--- src/rtl/sm2201_pkg.sv ---
// rtl/sm2201_pkg.sv - shared types and constants for the SM2201 cycle responder
package sm2201_pkg;

  typedef enum logic [1:0] {
    ST_IDLE  = 2'd0,
    ST_ADDR  = 2'd1,
    ST_DELAY = 2'd2,
    ST_ACK   = 2'd3
  } state_t;

  localparam logic [1:0] REG_CTRL = 2'd0;
  localparam logic [1:0] REG_DATA = 2'd1;
  localparam logic [1:0] REG_WCNT = 2'd2;
  localparam logic [1:0] REG_STAT = 2'd3;

  localparam int STAT_PEND = 0;
  localparam int STAT_ERR  = 1;

endpackage

--- src/rtl/sm2201_strobe_sync.sv ---
// rtl/sm2201_strobe_sync.sv - one-stage strobe sampler with rising-edge detect
module sm2201_strobe_sync (
  input  logic clk,
  input  logic reset,
  input  logic strobe,
  output logic rise
);

  logic strobe_q;

  always_ff @(posedge clk) begin
    if (reset) strobe_q <= 1'b0;
    else       strobe_q <= strobe;
  end

  assign rise = strobe & ~strobe_q;

endmodule

--- src/rtl/sm2201_cycle_responder.sv ---
// rtl/sm2201_cycle_responder.sv - SM2201 two-strobe cycle responder with 4-entry register bank
module sm2201_cycle_responder
  import sm2201_pkg::*;
#(
  parameter int DATA_W     = 8,
  parameter int RESP_DELAY = 3,
  parameter int TIMEOUT    = 64
) (
  input  logic              clk,
  input  logic              reset,
  input  logic              sel2,
  input  logic              c1,
  input  logic              c2,
  input  logic              x0,
  input  logic              x1,
  input  logic              wr,
  input  logic [DATA_W-1:0] data_in,
  output logic              cx1,
  output logic [DATA_W-1:0] data_out,
  output logic              data_oe,
  output logic              irq,
  output logic              err
);

  localparam int TW = $clog2(TIMEOUT + 1);

  state_t state, state_nx;

  logic              c1_rise, c2_rise;
  logic [1:0]        addr;
  logic              wr_q;
  logic [DATA_W-1:0] wdata;
  logic [TW-1:0]     tcnt;
  logic [3:0]        dcnt;

  logic [DATA_W-1:0] ctrl_r, data_r, wcnt_r;
  logic              pending, sticky;
  logic [DATA_W-1:0] rd_val;

  logic latch_addr, latch_data, commit, abort, tmo, finish;

  sm2201_strobe_sync u_c1 (.clk(clk), .reset(reset), .strobe(c1), .rise(c1_rise));
  sm2201_strobe_sync u_c2 (.clk(clk), .reset(reset), .strobe(c2), .rise(c2_rise));

  always_ff @(posedge clk) begin
    if (reset) state <= ST_IDLE;
    else       state <= state_nx;
  end

  // Losing sel2 outranks every other event once a cycle has started.
  always_comb begin
    state_nx   = state;
    latch_addr = 1'b0;
    latch_data = 1'b0;
    commit     = 1'b0;
    abort      = 1'b0;
    tmo        = 1'b0;
    finish     = 1'b0;
    case (state)
      ST_IDLE: begin
        if (c1_rise && sel2) begin
          latch_addr = 1'b1;
          state_nx   = ST_ADDR;
        end
      end
      ST_ADDR: begin
        if (!sel2) begin
          abort    = 1'b1;
          state_nx = ST_IDLE;
        end else if (c2_rise) begin
          latch_data = 1'b1;
          state_nx   = ST_DELAY;
        end else if (tcnt == TW'(TIMEOUT - 1)) begin
          tmo      = 1'b1;
          state_nx = ST_IDLE;
        end
      end
      ST_DELAY: begin
        if (!sel2) begin
          abort    = 1'b1;
          state_nx = ST_IDLE;
        end else if (dcnt == 4'd0) begin
          commit   = 1'b1;
          state_nx = ST_ACK;
        end
      end
      ST_ACK: begin
        if (!sel2) begin
          abort    = 1'b1;
          state_nx = ST_IDLE;
        end else if (!c2) begin
          finish   = 1'b1;
          state_nx = ST_IDLE;
        end
      end
      default: state_nx = ST_IDLE;
    endcase
  end

  always_comb begin
    rd_val = '0;
    case (addr)
      REG_CTRL: rd_val = ctrl_r;
      REG_DATA: rd_val = data_r;
      REG_WCNT: rd_val = wcnt_r;
      REG_STAT: begin
        rd_val[STAT_PEND] = pending;
        rd_val[STAT_ERR]  = sticky;
      end
      default: rd_val = '0;
    endcase
  end

  always_ff @(posedge clk) begin
    if (reset) begin
      addr     <= 2'd0;
      wr_q     <= 1'b0;
      wdata    <= '0;
      tcnt     <= '0;
      dcnt     <= 4'd0;
      ctrl_r   <= '0;
      data_r   <= '0;
      wcnt_r   <= '0;
      pending  <= 1'b0;
      sticky   <= 1'b0;
      cx1      <= 1'b0;
      data_oe  <= 1'b0;
      data_out <= '0;
      irq      <= 1'b0;
      err      <= 1'b0;
    end else begin
      err <= abort | tmo;
      irq <= pending & ctrl_r[0];

      if (latch_addr) begin
        addr <= {x1, x0};
        wr_q <= wr;
        tcnt <= '0;
      end else if (state == ST_ADDR) begin
        tcnt <= tcnt + TW'(1);
      end

      if (latch_data) begin
        wdata <= data_in;
        dcnt  <= 4'(RESP_DELAY - 1);
      end else if (state == ST_DELAY && dcnt != 4'd0) begin
        dcnt <= dcnt - 4'd1;
      end

      if (commit) begin
        cx1     <= 1'b1;
        data_oe <= ~wr_q;
        if (wr_q) begin
          wcnt_r <= wcnt_r + DATA_W'(1);
          if (addr == REG_CTRL) ctrl_r <= wdata;
          if (addr == REG_DATA) begin
            data_r  <= wdata;
            pending <= 1'b1;
          end
        end else begin
          data_out <= rd_val;
          if (addr == REG_STAT) begin
            pending <= 1'b0;
            sticky  <= 1'b0;
          end
        end
      end

      if (abort || finish) begin
        cx1      <= 1'b0;
        data_oe  <= 1'b0;
        data_out <= '0;
      end

      if (abort || tmo) sticky <= 1'b1;
    end
  end

endmodule
--- config.mk ---
export PLATFORM = sky130hd
export DESIGN_NAME = sm2201_cycle_responder
export DESIGN_NICKNAME = d
export VERILOG_FILES = /design/src/rtl/sm2201_pkg.sv /design/src/rtl/sm2201_strobe_sync.sv /design/src/rtl/sm2201_cycle_responder.sv
export SDC_FILE = /design/constraint.sdc
export NUM_CORES = 1
export LEC_CHECK = 0
export ABC_AREA = 0
export CORE_ASPECT_RATIO = 0.75
export CORE_MARGIN = 5
export CORE_UTILIZATION = 34
export CTS_CLUSTER_SIZE = 12
export DETAILED_ROUTE_END_ITERATION = 8
export PLACE_DENSITY = 0.61
export REMOVE_ABC_BUFFERS = 1
export SLEW_MARGIN = 25
export SYNTH_ARGS = -nofsm -noshare
export SYNTH_HDL_FRONTEND = slang
export SYNTH_SLANG_ARGS = --single-unit
--- constraint.sdc ---
create_clock -name clk -period 2.9 [get_ports clk]
set_input_delay 0.58 -clock clk [delete_from_list [all_inputs] [get_ports clk]]
set_output_delay 0.58 -clock clk [all_outputs]
set_load 0.05 [all_outputs]
Word level (Yosys, flattened, before mapping)
Index checks and enable logic that the tools add are counted.
{"block": "totals", "inputBits": 16, "word_cells": 101, "out_inout_bits": 12, "reg_bits": 64}
{"block": "classes", "n_reduce_logical": 23, "bitwise": 7, "n_eq_ne": 13, "mux": 36, "n_addsub": 3}
{"operator": "$mux 1", "count": 23}
{"operator": "$mux 2", "count": 10}
{"operator": "$pmux 6 s3", "count": 1}
{"operator": "$pmux 2 s4", "count": 2}
{"operator": "$reduce_and 3->1", "count": 4}
{"operator": "$add 8x1->8 const B", "count": 1}
{"operator": "$eq 2x2->1 const B", "count": 4}
{"operator": "$reduce_bool 2->1", "count": 4}
{"operator": "$add 7x1->7 const B", "count": 1}
{"operator": "$eq 7x6->1 const B", "count": 1}
{"operator": "$ne 3x3->1 const B", "count": 2}
{"operator": "$reduce_or 2->1", "count": 3}
{"operator": "$eq 2x1->1 const B", "count": 2}
{"operator": "$logic_not 2->1", "count": 2}
{"operator": "$logic_not 4->1", "count": 1}
{"operator": "$ne 2x1->1 const B", "count": 2}
{"operator": "$ne 4x4->1 const B", "count": 1}
{"operator": "$reduce_and 2->1", "count": 2}
{"operator": "$reduce_and 4->1", "count": 1}
{"operator": "$reduce_bool 4->1", "count": 1}
{"operator": "$sub 4x1->4 const B", "count": 1}
{"operator": "$and 1x1->1", "count": 3}
{"operator": "$not 1->1", "count": 3}
{"operator": "$reduce_or 3->1", "count": 1}
{"operator": "4 further kinds", "count": 6}

Longest topological paths before layout
Gate-level depths: netlist of run 1.
{"block": "logic_depth", "ltp_word": 8, "depth_mapped": 8}

Modules after synthesis
Synthesis of run 1 repeated with hierarchy kept, for this count alone.
{"block": "unflattened", "cells_unflattened": 312, "area_unflattened_um2": 2846.5}
{"module": "sm2201_cycle_responder", "area_per_inst_um2": 2751.4, "cells_per_inst": 306, "n_inst": 1}
{"module": "sm2201_strobe_sync", "area_per_inst_um2": 47.5, "cells_per_inst": 3, "n_inst": 2}

Least setup slack after synthesis of run 1
No wires, ideal clock.
{"block": "synth_path", "path_type": "input-to-reg", "from": "input sel2", "to": "register ctrl_r[0]", "arrival_time_ns": 1.909, "n_path_buf": 1, "slack_ns": 0.863, "path_stages": 5, "required_ns": 2.772, "path_cell_list": "clkbuf_1 nand4b_1 nor4_4 mux2i_1 nor2_1"}
{"block": "synth_via", "elab_chain_cells": 3}
{"item": "from (decl)", "line": "sm2201_cycle_responder.sv:11", "source": "input logic sel2,"}
{"item": "$mux 1", "line": "sm2201_cycle_responder.sv:79", "source": "if (!sel2) begin"}
{"item": "$mux 1", "line": "sm2201_cycle_responder.sv:59", "source": "case (state)"}
{"item": "$reduce_and 3->1 (no source line)"}
{"item": "to (signal assigned)", "line": "sm2201_cycle_responder.sv:155", "source": "if (addr == REG_CTRL) ctrl_r <= wdata;"}
{"item": "to (decl)", "line": "sm2201_cycle_responder.sv:36", "source": "logic [DATA_W-1:0] ctrl_r, data_r, wcnt_r;"}
No other way between the ends.
A chain may end at the register's enable or synchronous reset.

Worst setup path in the final report of run 1
{"block": "layout_path", "from": "input sel2", "to": "register data_out[5]"}
{"block": "layout_via", "elab_chain_cells": 4, "elab_cells_between_ends": 9}
{"item": "$mux 1 (on tied branches)", "line": "sm2201_cycle_responder.sv:67, sm2201_cycle_responder.sv:79, sm2201_cycle_responder.sv:88"}
{"item": "$mux 1 (on tied branches)"}
{"item": "$logic_or 1x1->1", "line": "sm2201_cycle_responder.sv:169", "source": "if (abort || finish) begin"}
{"item": "$reduce_or 2->1 (no source line)"}
{"item": "to (signal assigned)", "line": "sm2201_cycle_responder.sv:161", "source": "data_out <= rd_val;"}
{"item": "to (decl)", "line": "sm2201_cycle_responder.sv:19", "source": "output logic [DATA_W-1:0] data_out,"}
Several ways; a longest one is shown, not always the timed one.

==> results.cfg, run 1 <==
[status]
status = finished, final reports clean

[logic_synthesis]
avgSynthCellArea_sq_um = 9.14
synth-simple-area-share = 0.242
yosys.area.top_type_share = 0.461
synth_top_cell_by_area = dfxtp_1
synth_compound_area_frac = 0.0657
synth.yosys.warnings = 0
yosys_most_used_dff = dfxtp_1
synth_area_leaders = dfxtp_1, mux2i_1, nor2_1
yosys.area_share.adder = 0.0135
synthArstFlopShare = 0
synth.distinct_cells = 40
ys_seq_elements = 64
synthCells = 304
synthMuxAreaShare = 0.142
syn-cell-area_sq_um = 2780
synth_top_family_by_area = simple AND/OR/NAND/NOR gates
synthXorXnorAreaFrac = 0.0378
synth_edf_count = 0
ys_seq_area_frac = 0.461

[detailed_routing]
avgRoutedWirePerCell_um = 14.0
drt-pass1-iter-count = 4
wirelength_um = 6170
drt-vias-per-instance = 4.93
ant_nets = 0
drc = 0
route.vias.total = 2172
drt-initial-drc-count = 110

[timing]
fin_hold_ws_ns = 0.475
hold_viol_final = 0
timing.final.crit_share = 0.795
rsz0062_at_grt = no
finalSetupViolCount = 0
setup_tns_ns = 0
skew_ns = 0.00743
fin_crit_ns = 2.30
layout_setup_ws_ns = 0.596
maxSlewHeadroom = 0.454
worst_pin_slew_ns = 0.818
slew_violations = 0
clock.fmax_mhz = 434

[global_route]
globalRoute.totalOverflow = 0
grt_pass1_vias = 2108
grt_pass1_wl_um = 10300
antenna_found_initial = 0
grt_max_degree = 36
grt_usage = 0.132

[worst_setup_path]
critPathMaxFanout = 10
worstPathArrival_ns = 2.53
r2r_setup_slack_ns = 0.66
startpoint_type = primary input
end_kind = flip-flop
crit_required_ns = 3.13
criticalPathCategory = primary input to flip-flop

[cells_and_area]
seq_area_sq_um = 1280
area_delta_synth_final_pct = 21.2
fillers = 807
multiInputGateArea_sq_um = 1390
num_antenna_cells = 0
layout_common_cells = dfxtp_1, nor2_1, mux2i_1
final_common_cell = dfxtp_1
drive_gt1_frac = 0.0863
final_nets = 350

[power_and_ir_drop]
power.density_nw_per_um2 = 547
p_leak_nw = 1.17
ir_worst_vdd_v = 0.000258

[cts]
cts_buffers = 9
tritoncts = built
cts_root_buffer = clkbuf_8
clock-sinks = 64
cts_setup_buffers = 0
insertion_delay_ns = 0.35
cts_max_level = 3
clk_pin_slew_worst_paths_ns = 0.07
clk_path_buf_depth = 2
ctsHoldBuffers = 0
cts_resized = 0

[floorplanning]
die_h_um = 88.3
core_sq_um = 7920
ios = 28
die_area_sq_um = 10100
die_w_um = 114
start_util = 0.351
row_count = 28

[run]
maxCapViolations = 0

[hold_path]
hp-class = flip-flop to flip-flop

[placement]
pre_cts_slack_ns = 0.222
gp_congestion = 0.802
portBuffers = 27
hpwlAfterDp_um = 4310
area by class of cell:
class / count / area share
clock inverters: 7 / 0.0286
inverters: 7 / 0.00780
multi-input cells: 216 / 0.414
flip-flops and latches: 64 / 0.381
repair buffers: 33 / 0.0936
clock buffers: 9 / 0.0368
well taps: 105 / 0.0390
worst max-delay path, stage by stage:
cell and delay [ns]:
clkdlybuf4s50_1 0.65, inv_1 0.15, or4_1 0.82, mux2i_1 0.27
nor2_1 0.06
per-layer routing:
metal  vias to the layer above  share of wire  track usage
met5                         -              0            0
met2                        44           0.43        0.197
li1                       1106              -            -
met3                        10          0.056       0.0451
met4                         0          0.020       0.0615
met1                      1012           0.50        0.173
stage by stage:
step	util	area, sq um	power, mW	std cells
after floorplan	-	2700	0.970	287
after global placement	0.397	3150	1.02	425
after detailed placement	0.397	3150	1.02	425
after CTS	0.425	3370	1.87	441
after global routing	0.425	3370	1.92	441
final	0.425	3370	1.84	441
Yosys cell counts (3+ instances only):
library cell / count
nand3_1: 6
nor2b_1: 5
mux2i_1: 35
dfxtp_1: 64
a21oi_1: 14
buf_2: 3
inv_1: 7
xnor2_1: 9
nand2b_1: 3
ha_1: 3
nand4b_1: 5
nand2_1: 28
nand4_1: 5
o21ai_0: 12
nor3_1: 6
nand3b_1: 6
clkbuf_1: 12
nor4_1: 3
xor2_1: 3
nor2_1: 52
path summary, 6_finish.rpt:
path,cells after the start,start,to
worst min register to register,2,data_oe,data_oe
worst max-delay path,5,sel2,data_out[5]
worst min-delay path,2,data_oe,data_oe
worst max register to register,6,dcnt[0],data_out[5]
power breakdown:
group | internal (mW) | switching, mW | total [mW]
Sequential | 0.890 | 0.0167 | 0.907
Clock | 0.483 | 0.357 | 0.839
Combinational | 0.0454 | 0.0513 | 0.0967
Total | 1.42 | 0.425 | 1.84
state kept, by name (all words and copies together), names as in the netlist:
name and cells:
u_c1.strobe_q 1, addr 2, u_c2.strobe_q 1, state 2, wdata 8, sticky 1, data_out 8, data_r 8
wcnt_r 8, irq 1, tcnt 7, data_oe 1, ctrl_r 8, pending 1, err 1, dcnt 4
wr_q 1, cx1 1
logic make-up after synthesis:
| logic type | count (synthesis) |
|---|---|
| adder cells (fa/ha/maj) | 3 |
| flip-flops | 64 |
| XOR/XNOR | 12 |
| AO/OA/AOI/OAI | 33 |
| AND/OR/NAND/NOR | 131 |
| buffers and inverters | 24 |
| multiplexers | 37 |
Note: power is estimated with default switching activity, not from simulation.
==> run 2: changes to the inputs <==
==> constraint.sdc (replaced) <==
create_clock -name clk -period 2.4 [get_ports clk]
set_input_delay 0.48 -clock clk [delete_from_list [all_inputs] [get_ports clk]]
set_output_delay 0.48 -clock clk [all_outputs]
set_load 0.05 [all_outputs]
==> run 2 against run 1 <==
Effect of this change: design area up 0.71%; utilization up 0.30 points; first-iteration DRC count up 23%; hold slack better by 0.0021 ns; clock skew down 0.0019 ns; highest routed layer unchanged; combinational power up 25%; final cell count up 0.91%; sequential share of layout area down 0.27 points.
==> results.cfg, run 2 (synthesis results as in run 1) <==
[worst_setup_path]
worstPathArrival_ns = 2.27
end_kind = flip-flop
critPathMaxFanout = 9
r2r_end = ctrl_r[7]
startpoint_type = flip-flop
crit_buf_inv = 3
criticalPathCategory = flip-flop to flip-flop
critPathMaxStageDelay_ns = 0.38
worstPathCellList = inv_1 -> ha_1 -> or3b_1 -> buf_4 -> nor4_4 -> buf_4 -> mux2i_1 -> nor2_1
rr_startpoint = dcnt[0]
crit_required_ns = 2.62
cpMostUsedCell = buf_4
r2r_setup_slack_ns = 0.35
path_delay_family = simple AND/OR/NAND/NOR gates
reg2reg_depth = 8
cp_slowest_cell = or3b_1

[cts]
cts_buffers = 9
cts_resized = 0
ctsHoldBuffers = 0
cts_setup_buffers = 0
cts_root_buffer = clkbuf_8
cts_max_level = 3
clk_pin_slew_worst_paths_ns = 0.07
insertion_delay_ns = 0.34
tritoncts = built
clk_path_buf_depth = 2
clock-sinks = 64

[timing]
clock.fmax_mhz = 487
setup_tns_ns = 0
fin_crit_ns = 2.05
skew_ns = 0.00551
rsz0062_at_grt = no
worst_pin_slew_ns = 0.789
hold_viol_final = 0
layout_setup_ws_ns = 0.347
timing.final.crit_share = 0.855
maxSlewHeadroom = 0.473
slew_violations = 0
finalSetupViolCount = 0

[floorplanning]
die_h_um = 88.3
row_count = 28
core_sq_um = 7920
ios = 28
die_w_um = 114
start_util = 0.351
die_area_sq_um = 10100

[global_route]
grt_pass1_wl_um = 10400
antenna_found_initial = 0
grt_max_degree = 33
grt_pass1_vias = 2109
grt_usage = 0.133
globalRoute.totalOverflow = 0

[hold_path]
holdCritStartpoint = wdata[2]
hp-class = flip-flop to flip-flop
holdPathStages = 2
hold_end = wdata[2]

[power_and_ir_drop]
ir_worst_vdd_v = 0.000282
power.density_nw_per_um2 = 640
p_leak_nw = 1.19
p_total_mw = 2.17

[detailed_routing]
ant_nets = 0
wirelength_um = 6160
drc = 0
avgRoutedWirePerCell_um = 13.9
drt-pass1-iter-count = 5
route.vias.total = 2119
drt-initial-drc-count = 135
drt-vias-per-instance = 4.76

[cells_and_area]
fillers = 783
final_common_cell = dfxtp_1
layout_common_cells = dfxtp_1, nor2_1, mux2i_1
num_antenna_cells = 0
area_delta_synth_final_pct = 22.0
final_area_sq_um = 3390
final_nets = 355
drive_gt1_frac = 0.0941

[run]
maxCapViolations = 0

[placement]
pre_cts_slack_ns = 0.175
gp_congestion = 0.777
hpwlAfterDp_um = 4330
portBuffers = 27
placed_area_sq_um = 3180

[status]
status = finished, final reports clean
==> run 2: worst reg2reg max path: cells and delay by family, from the launching register on <==
kind	cells	cell delay [ns]
AND/OR/NAND/NOR	3	0.63
adder cells (fa/ha/maj)	1	0.23
multiplexers	1	0.22
buffers and inverters	3	0.50
flip-flops	1	0.34
==> run 2: worst max-delay path by stage <==
stage	from	end	slack, ns	depth (start not counted)
finish	dcnt[0]	ctrl_r[7]	0.35	8
global route	dcnt[0]	data_r[3]	0.21	8
CTS	dcnt[0]	data_out[2]	0.34	7
detailed placement	sel2	sticky	0.17	6
global placement	sel2	sticky	0.22	6
floorplan	dcnt[0]	sticky	0.21	6
==> run 2: final cells by class <==
cell class                 count  area [sq um]  area share
multi-input combinational    216          1390       0.411
sequential                    64          1280       0.378
timing repair buffer          38           353       0.104
clock buffer                  13           169      0.0498
tap                          105           131      0.0387
clock inverter                 2          37.5      0.0111
inverter                       7          26.3     0.00775
==> run 2: per-stage QoR <==
stage / cells / hold slack (ns) / utilization
final: 445 / 0.477 / 0.428
after global routing: 445 / 0.508 / 0.428
after CTS: 445 / 0.481 / 0.428
after detailed placement: 430 / 0.468 / 0.402
after global placement: 430 / 0.464 / 0.402
after floorplan: 287 / 0.419 / -
==> run 2: per-layer routing <==
metal	share of wire	routed length, um	vias to the layer above	track usage
met5	0	0	-	0
met3	0.044	270	5	0.0485
met2	0.41	2530	29	0.189
met4	0.015	90	0	0.0518
met1	0.53	3270	978	0.183
li1	-	-	1107	-
==> run 2: where the power goes <==
part	internal [mW]	switching, mW	leakage, nW	total [mW]
clock network	0.559	0.391	0.102	0.951
registers	1.08	0.0216	0.517	1.10
logic	0.0592	0.0614	0.571	0.121
total	1.69	0.474	1.19	2.17
==> run 3: changes to the inputs <==
--- a/config.mk
+++ b/config.mk
@@ -13,6 +13,7 @@
 export DETAILED_ROUTE_END_ITERATION = 8
 export PLACE_DENSITY = 0.61
 export REMOVE_ABC_BUFFERS = 1
+export SKIP_CTS_REPAIR_TIMING = 1
 export SLEW_MARGIN = 25
 export SYNTH_ARGS = -nofsm -noshare
 export SYNTH_HDL_FRONTEND = slang
==> results of run 3 <==
No change in the layout: final DEF, timing and power equal those of run 2.
